`src/rtl/ysyx_22040750_mem_wb_reg_pkg.sv`:
```
// Shared constants for the MEM/WB stage: writeback source encodings,
// load byte-strobe masks and the default datapath widths.
package ysyx_22040750_mem_wb_reg_pkg;

  localparam int MWB_XLEN = 64;
  localparam int MWB_PC_W = 32;

  // Writeback source select. Bit 1 set means "load result" regardless of bit 0.
  localparam logic [1:0] REGIN_ALU     = 2'b00;
  localparam logic [1:0] REGIN_CSR     = 2'b01;
  localparam int         REGIN_MEM_BIT = 1;

  // Byte masks carried in rstrb[7:0]; rstrb[8] requests sign extension.
  localparam logic [7:0] RSTRB_B        = 8'h01;
  localparam logic [7:0] RSTRB_H        = 8'h03;
  localparam logic [7:0] RSTRB_W        = 8'h0F;
  localparam logic [7:0] RSTRB_D        = 8'hFF;
  localparam int         RSTRB_SIGN_BIT = 8;

endpackage

```
`src/rtl/ysyx_22040750_load_fmt.sv`:
```
// Combinational load formatter: shifts the 8-byte-aligned load word down by
// the byte offset, keeps the bytes named by the strobe mask and sign- or
// zero-extends the result to XLEN.
module ysyx_22040750_load_fmt
  import ysyx_22040750_mem_wb_reg_pkg::*;
#(
  parameter int XLEN = MWB_XLEN
) (
  input  logic [XLEN-1:0] i_rdata,
  input  logic [2:0]      i_off,
  input  logic [8:0]      i_rstrb,
  output logic [XLEN-1:0] o_result
);

  logic [XLEN-1:0] w_shifted;
  logic [XLEN-1:0] w_mask;
  logic [XLEN-1:0] w_ext;
  logic            w_sign;

  // Byte offset selects which lane lands at bit 0.
  assign w_shifted = i_rdata >> {i_off, 3'b000};

  // Sign bit is the top bit of the highest selected byte.
  always_comb begin
    w_sign = 1'b0;
    case (i_rstrb[7:0])
      RSTRB_B: w_sign = w_shifted[7];
      RSTRB_H: w_sign = w_shifted[15];
      RSTRB_W: w_sign = w_shifted[31];
      RSTRB_D: w_sign = w_shifted[XLEN-1];
      default: w_sign = 1'b0;
    endcase
  end

  // Expand the byte strobe into a bit mask.
  always_comb begin
    w_mask = '0;
    for (int i = 0; i < 8; i++) begin
      w_mask[8*i +: 8] = {8{i_rstrb[i]}};
    end
  end

  assign w_ext    = (i_rstrb[RSTRB_SIGN_BIT] && w_sign) ? ~w_mask : '0;
  assign o_result = (w_shifted & w_mask) | w_ext;

endmodule

```
`src/rtl/ysyx_22040750_mem_wb_reg.sv`:
```
// MEM/WB pipeline register. Captures one retiring instruction per cycle,
// formats load data, selects the writeback value and drives regfile/CSR
// write enables, the ID forwarding port and the difftest commit interface.
//
// Handshake: the upstream stage presents I_MEM_WB_valid; a transfer happens
// on a rising edge where I_MEM_WB_valid && O_MEM_WB_allowin. This stage never
// stalls, so O_MEM_WB_allowin is tied high (including during reset).
module ysyx_22040750_mem_wb_reg
  import ysyx_22040750_mem_wb_reg_pkg::*;
#(
  parameter int XLEN = MWB_XLEN,
  parameter int PC_W = MWB_PC_W
) (
  input  logic            I_sys_clk,
  input  logic            I_rst,
  input  logic            I_MEM_WB_valid,
  output logic            O_MEM_WB_allowin,
  input  logic [PC_W-1:0] I_pc,
  input  logic [31:0]     I_inst_debug,
  input  logic            I_bubble_inst_debug,
  input  logic [XLEN-1:0] I_alu_out,
  input  logic [XLEN-1:0] I_mem_rdata,
  input  logic [8:0]      I_rstrb,
  input  logic [1:0]      I_regin_sel,
  input  logic            I_reg_wen,
  input  logic [4:0]      I_rd_addr,
  input  logic [XLEN-1:0] I_csr,
  input  logic [11:0]     I_csr_addr,
  input  logic            I_csr_wen,
  output logic            O_rf_wen,
  output logic [4:0]      O_rf_waddr,
  output logic [XLEN-1:0] O_rf_wdata,
  output logic            O_csr_wen,
  output logic [11:0]     O_csr_addr,
  output logic            O_fwd_valid,
  output logic            O_commit,
  output logic [PC_W-1:0] O_commit_pc,
  output logic [31:0]     O_commit_inst,
  output logic [63:0]     O_retire_cnt
);

  logic            r_valid;
  logic            r_bubble;
  logic            r_reg_wen;
  logic [4:0]      r_rd;
  logic [XLEN-1:0] r_wdata;
  logic            r_csr_wen;
  logic [11:0]     r_csr_addr;
  logic [PC_W-1:0] r_pc;
  logic [31:0]     r_inst;
  logic [63:0]     r_retire_cnt;

  logic            w_capture;
  logic [XLEN-1:0] w_load;
  logic [XLEN-1:0] w_wdata;
  logic            w_commit;

  assign O_MEM_WB_allowin = 1'b1;
  assign w_capture        = I_MEM_WB_valid && O_MEM_WB_allowin;

  ysyx_22040750_load_fmt #(
    .XLEN(XLEN)
  ) u_load_fmt (
    .i_rdata (I_mem_rdata),
    .i_off   (I_alu_out[2:0]),
    .i_rstrb (I_rstrb),
    .o_result(w_load)
  );

  // Pick the writeback source ahead of the register.
  always_comb begin
    w_wdata = I_alu_out;
    if (I_regin_sel[REGIN_MEM_BIT]) begin
      w_wdata = w_load;
    end else if (I_regin_sel == REGIN_CSR) begin
      w_wdata = I_csr;
    end
  end

  // Occupancy tracks the upstream valid every cycle (the stage always drains).
  always_ff @(posedge I_sys_clk) begin
    if (I_rst) begin
      r_valid <= 1'b0;
    end else begin
      r_valid <= I_MEM_WB_valid;
    end
  end

  // Payload registers load only on a transfer and hold otherwise.
  always_ff @(posedge I_sys_clk) begin
    if (I_rst) begin
      r_bubble   <= 1'b0;
      r_reg_wen  <= 1'b0;
      r_rd       <= '0;
      r_wdata    <= '0;
      r_csr_wen  <= 1'b0;
      r_csr_addr <= '0;
      r_pc       <= '0;
      r_inst     <= '0;
    end else if (w_capture) begin
      r_bubble   <= I_bubble_inst_debug;
      r_reg_wen  <= I_reg_wen;
      r_rd       <= I_rd_addr;
      r_wdata    <= w_wdata;
      r_csr_wen  <= I_csr_wen;
      r_csr_addr <= I_csr_addr;
      r_pc       <= I_pc;
      r_inst     <= I_inst_debug;
    end
  end

  // Bubbles occupy the stage but never write or retire; x0 writes are dropped.
  assign w_commit      = r_valid && !r_bubble;
  assign O_rf_wen      = w_commit && r_reg_wen && (r_rd != 5'd0);
  assign O_csr_wen     = w_commit && r_csr_wen;
  assign O_fwd_valid   = O_rf_wen;
  assign O_rf_waddr    = r_rd;
  assign O_rf_wdata    = r_wdata;
  assign O_csr_addr    = r_csr_addr;
  assign O_commit      = w_commit;
  assign O_commit_pc   = r_pc;
  assign O_commit_inst = r_inst;
  assign O_retire_cnt  = r_retire_cnt;

  // Retire counter advances once per commit pulse and wraps naturally.
  always_ff @(posedge I_sys_clk) begin
    if (I_rst) begin
      r_retire_cnt <= '0;
    end else if (w_commit) begin
      r_retire_cnt <= r_retire_cnt + 64'd1;
    end
  end

endmodule

```
`config.mk`:
```
export PLATFORM = sky130hd
export DESIGN_NAME = ysyx_22040750_mem_wb_reg
export DESIGN_NICKNAME = d
export VERILOG_FILES = /design/src/rtl/ysyx_22040750_mem_wb_reg_pkg.sv /design/src/rtl/ysyx_22040750_load_fmt.sv /design/src/rtl/ysyx_22040750_mem_wb_reg.sv
export SDC_FILE = /design/constraint.sdc
export NUM_CORES = 1
export LEC_CHECK = 0
export BUFFER_PORTS_ARGS = -buffer_cell sky130_fd_sc_hd__buf_4
export CAP_MARGIN = 5
export CORE_AREA = 2 2 194 196
export CTS_CLUSTER_DIAMETER = 40
export DETAILED_ROUTE_END_ITERATION = 10
export DIE_AREA = 0 0 196 198
export SYNTH_ARGS = -nofsm -noshare
export SYNTH_HDL_FRONTEND = slang
export SYNTH_HIERARCHICAL = 1
export SYNTH_SLANG_ARGS = --single-unit
```
`constraint.sdc`:
```
create_clock -name I_sys_clk -period 2.7 [get_ports I_sys_clk]
set_input_delay 0 -clock I_sys_clk [delete_from_list [all_inputs] [get_ports I_sys_clk]]
set_output_delay 0 -clock I_sys_clk [all_outputs]
set_load 0.03 [all_outputs]
```
**Yosys cells after proc, flatten, opt, wreduce, memory -nomap -nowiden**

Index checks and enable logic that the tools add are counted.

- $add $sub $neg: 1
- Eq/ne operators: 5
- Shift operators: 1
- Multiplexer cells: 4
- Bitwise operators: 3
- Reduce and logical (&&, ||, !) cells: 7

Operator list:

| kind | count |
|---|---|
| 2-to-1 mux 64 bit | 3 |
| adder 64 x 1 -> 64 bit, second input constant | 1 |
| bitwise AND 64 bit | 1 |
| NOT 64 bit | 1 |
| OR 64 bit | 1 |
| right shift 64 x 6 -> 64 bit | 1 |
| equality test 8 x 1 -> 1 bit, second input constant | 1 |
| equality test 8 x 2 -> 1 bit, second input constant | 1 |
| equality test 8 x 4 -> 1 bit, second input constant | 1 |
| equality test 8 bit, second input constant | 1 |
| logical AND 1 bit | 5 |
| nonzero test 5 bit | 1 |
| one-hot mux 1 bit (4 select lines) | 1 |
| equality test 2 x 1 -> 1 bit, second input constant | 1 |
| logical NOT 1 bit | 1 |

- Flip-flop bits (word level): 213
- Input port bits: 290
- Output and inout port bits: 214
- Logic and storage cells: 31

**Longest topological paths before layout**

- Depth in word-level cells: 6
- Depth in mapped cells: 11
- Gate-level depth less buffers: 9

**Cells and area by module**

Netlist, hierarchy kept.

Modules (own cells, without submodules):

| module | instances | cells an instance | area an instance (um2) |
|---|---|---|---|
| ysyx_22040750_mem_wb_reg | 1 | 1067 | 9529.1 |
| ysyx_22040750_load_fmt | 1 | 339 | 2262.2 |

**Worst setup path before layout**

OpenSTA, ideal clock, no wires.

- Path kind: reg-to-reg
- Start: reg r_retire_cnt[7], in the netlist O_retire_cnt[7]
- End: reg r_retire_cnt[36], in the netlist O_retire_cnt[36]
- Library setup time: 0.070 ns
- Arrival time: 2.261 ns
- Setup slack: 0.369 ns
- Cell stages (with the launch flop): 7
- Path buffers: 1
- Cells stage by stage: dfxtp_1 > nand4_1 > or4_4 > or4_1 > buf_2 > or3_1 > a21oi_1

- Cells in the longest elaborated chain, start to end: 1

RTL lines:

| what | RTL line | source |
|---|---|---|
| from (decl) | ysyx_22040750_mem_wb_reg.sv:51 | `logic [63:0] r_retire_cnt;` |
| from (signal assigned) | ysyx_22040750_mem_wb_reg.sv:130 | `r_retire_cnt <= r_retire_cnt + 64'd1;` |
| adder 64 x 1 -> 64 bit | ysyx_22040750_mem_wb_reg.sv:130 |  |

No other way between the ends.
A chain may end at the register's enable or synchronous reset.

**Final worst setup path**

- Start: in I_alu_out[0]
- End: reg r_wdata[56], in the netlist O_rf_wdata[56]

- Cells in the longest elaborated chain, start to end: 6
- Elaborated cells on any way between the ends: 7

RTL lines:

| what | RTL line | source |
|---|---|---|
| from (decl) | ysyx_22040750_mem_wb_reg.sv:21 | `input logic [XLEN-1:0] I_alu_out,` |
| right shift 64 x 6 -> 64 bit * | ysyx_22040750_load_fmt.sv:21 | `assign w_shifted = i_rdata >> {i_off, 3'b000};` |
| one-hot mux 1 bit (4 select lines) | ysyx_22040750_load_fmt.sv:26 | `case (i_rstrb[7:0])` |
| logical AND 1 bit | ysyx_22040750_load_fmt.sv:43 | `assign w_ext = (i_rstrb[RSTRB_SIGN_BIT] && w_sign) ? ~w_mask : '0;` |
| 2-to-1 mux 64 bit | ysyx_22040750_load_fmt.sv:43 |  |
| OR 64 bit * | ysyx_22040750_load_fmt.sv:44 | `assign o_result = (w_shifted & w_mask) \| w_ext;` |
| via w_load[56] | ysyx_22040750_mem_wb_reg.sv:54 | `logic [XLEN-1:0] w_load;` |
| 2-to-1 mux 64 bit * | ysyx_22040750_mem_wb_reg.sv:73 | `if (I_regin_sel[REGIN_MEM_BIT]) begin` |
| to (signal assigned) | ysyx_22040750_mem_wb_reg.sv:104 | `r_wdata <= w_wdata;` |
| to (decl) | ysyx_22040750_mem_wb_reg.sv:46 | `logic [XLEN-1:0] r_wdata;` |

Mark *: on every way through the listed nets, which the timed path passes. The rest lies on a longest branch.

==> metrics <==
pre-CTS WS 58.9 ps; Routed Antenna Nets 0; chip width 196 um; FMAX 0.398 GHz; Die H 198 um; met1 WL 20.2 mm; CP Class input port to flip-flop; Cell variety after synth 60; EDFF count, synth 0; top post-synthesis cells by area dfxtp_1, mux2i_1, nand2_1; H-tree levels 2; PD cells 543 nW/um^2; total gr overflow 0; row cnt 71; register bit total from synthesis 213; Starting Density 31.9%; met2 WL 23.6 mm; # port buffers 502; Synth area leader dfxtp_1; DRT iter0 DRCs 778; Core ar. 37,000 sq um; minimum clock period 2510 ps; Fin Hold WS 36.5 ps; Final Skew 22.5 ps; Critical Path End Type flip-flop; Slew @ Worst Pin 838 ps; vias per inst 5.06; die area 38,800 sq um; Cells after DPL 2,332; CTS tree yes; sequential share of the synthesized area 36.2%; routed len/inst 18.9 um; Area after DPL 16,200 sq um; # setup viols final 0; status finished clean; CP Cell Sequence buf_4 -> mux2_2 -> o22ai_1 -> nor2_1 -> a221oi_4 -> buf_4 -> nand2_1 -> nand2_1 -> o21ai_0 -> dlygate4sd3_1 -> mux2i_1 -> nor2_1; worst r2r path cells 6; fin area 19,800 sq um; fin crit share 93.1%; Critical Path Max Stage Delay 700 ps; Crit path required time 3130 ps; top-count cell post-synth mux2i_1; IO Pins 504; DR WL met3 4.02 mm; later-pin clock latency in the skew report 540 ps; DP HPWL 35.9 mm; Post-Syn Area 11,800 sq um; 1st-pass router iterations 7; first-pass GRT wire length 73.6 mm; CTS Buf Count 39; Leakage 9.21 nW; area growth from synthesis to layout 67.6%; DR vias 13,300; vias in the first global route 13,100; Reg clk slew, reported paths 60 ps; total of max-cap violations 0; clock sinks 213; Slew Limit Headroom 44.1%; hold depth 7; final-report max-slew violation count 0; DRC 0; RSZ-0062 raised after global routing no; Synth Instances 1,406; pin count of the biggest net entering global routing 69; post-route worst setup slack 187 ps; final std cells w/o fill 2,621; clock root cell clkbuf_16; initial antenna violation count 4; ys async rst share 0%; Setup crit start kind input port; Avg Synthesized Cell Area 8.39 sq um; peak supply drop 0.407 mV; WP data arrival 2950 ps; WL final 49.6 mm; area share of the largest cell type after synthesis 36.2%; Synthesis Warnings 6; Main synth FF type dfxtp_1; Max clock buf depth 3; Fin Setup TNS 0 ps; GP Congestion 0.931; Max Used Layer met5; Hold Vio Cnt, Final 0; CP Max Fanout 12; worst hold path type input port to flip-flop; GRT Util Overall 24.2%; slowest CP cell a221oi_4; fin nets 2,406; share of cells above drive strength 1 31.8%; syn_nets 1,697; top post-synthesis cells by count mux2i_1, dfxtp_1, nand2_1
cells in the final DEF (no fill, tap or decap), types with 4 or more instances in the layout:
master / n
clkbuf_16: 39
mux4_2: 15
nand4_1: 31
and2_1: 6
dfxtp_1: 213
xor2_1: 20
or2_2: 5
and3_1: 4
inv_1: 8
nor2b_1: 12
inv_6: 5
nor3_1: 9
mux2i_1: 243
nor4_1: 13
buf_4: 545
clkbuf_1: 4
buf_12: 4
a21boi_0: 7
a21oi_1: 58
o2bb2ai_1: 6
nand2_1: 210
clkbuf_8: 6
xnor2_1: 14
bufinv_16: 7
dlygate4sd3_1: 214
clkinv_2: 6
o21ai_0: 99
a211oi_1: 7
or3_1: 29
nand3_1: 19
mux2_2: 20
nor2_1: 205
o22ai_1: 8
state kept, by name (all words and copies together) (netlist names):
signal	flops
O_retire_cnt	64
O_rf_wdata	64
O_commit_inst	32
O_commit_pc	32
O_csr_addr	12
O_rf_waddr	5
r_bubble	1
r_csr_wen	1
r_reg_wen	1
r_valid	1
layout make-up:
type	count	area (sq um)
Antenna cell	3	7.51
Clock buffer	48	1060
Clock inverter	22	337
Fill cell	3379	17200
Inverter	9	33.8
Multi-Input combinational cell	1087	7120
Sequential cell	213	4260
Tap cell	474	593
Timing Repair Buffer	765	6340
metal layers:
metal / track usage (%) / vias up
met1: 29.5 / 6237
met5: 0 / -
li1: - / 6369
met3: 5.84 / 101
met4: 9.74 / 2
met2: 41.2 / 554
metrics by stage:
step | utilization, % | power (W)
6_report | 53.5 | 0.0107
5_1_grt | 53.5 | 0.0111
4_1_cts | 53.3 | 0.0108
3_5_place_dp | 43.8 | 0.00520
3_3_place_gp | 43.8 | 0.00519
2_1_floorplan | - | 0.00437
cell families after synthesis:
family | synth area share [%]
XOR/XNOR | 2.53
flip-flops | 36.2
AND/OR/NAND/NOR | 22.2
adder cells (fa/ha/maj) | 0.106
buffers and inverters | 3.79
multiplexers | 25.4
AO/OA/AOI/OAI | 9.82
other | 0.0318
path summary, 6_finish.rpt:
check	start	to	slack (ps)
min reg2reg	O_retire_cnt[63]	O_retire_cnt[63]	480
max reg2reg	O_retire_cnt[3]	O_retire_cnt[63]	360
min	I_mem_rdata[58]	O_rf_wdata[58]	40
max	I_alu_out[0]	O_rf_wdata[56]	190
worst max-delay path, delay by kind of cell:
family          cells  cell delay, ps
buf+inv             3            1040
compound gates      3            1020
mux                 2             490
simple gates        4             390
report_power, final:
part | internal, W | total, W | switching [W]
registers | 0.00328 | 0.00336 | 0.0000807
logic | 0.00105 | 0.00210 | 0.00106
clock network | 0.00349 | 0.00525 | 0.00177
what timing repair did:
action                                  CTS  global route
resized for setup                         0             3
hold buffers                            214             0
setup buffers                             0             1
hold endpoints to repair                180             0
endpoints found under the setup margin    0             6
Note: power is estimated with default switching activity, not from simulation.
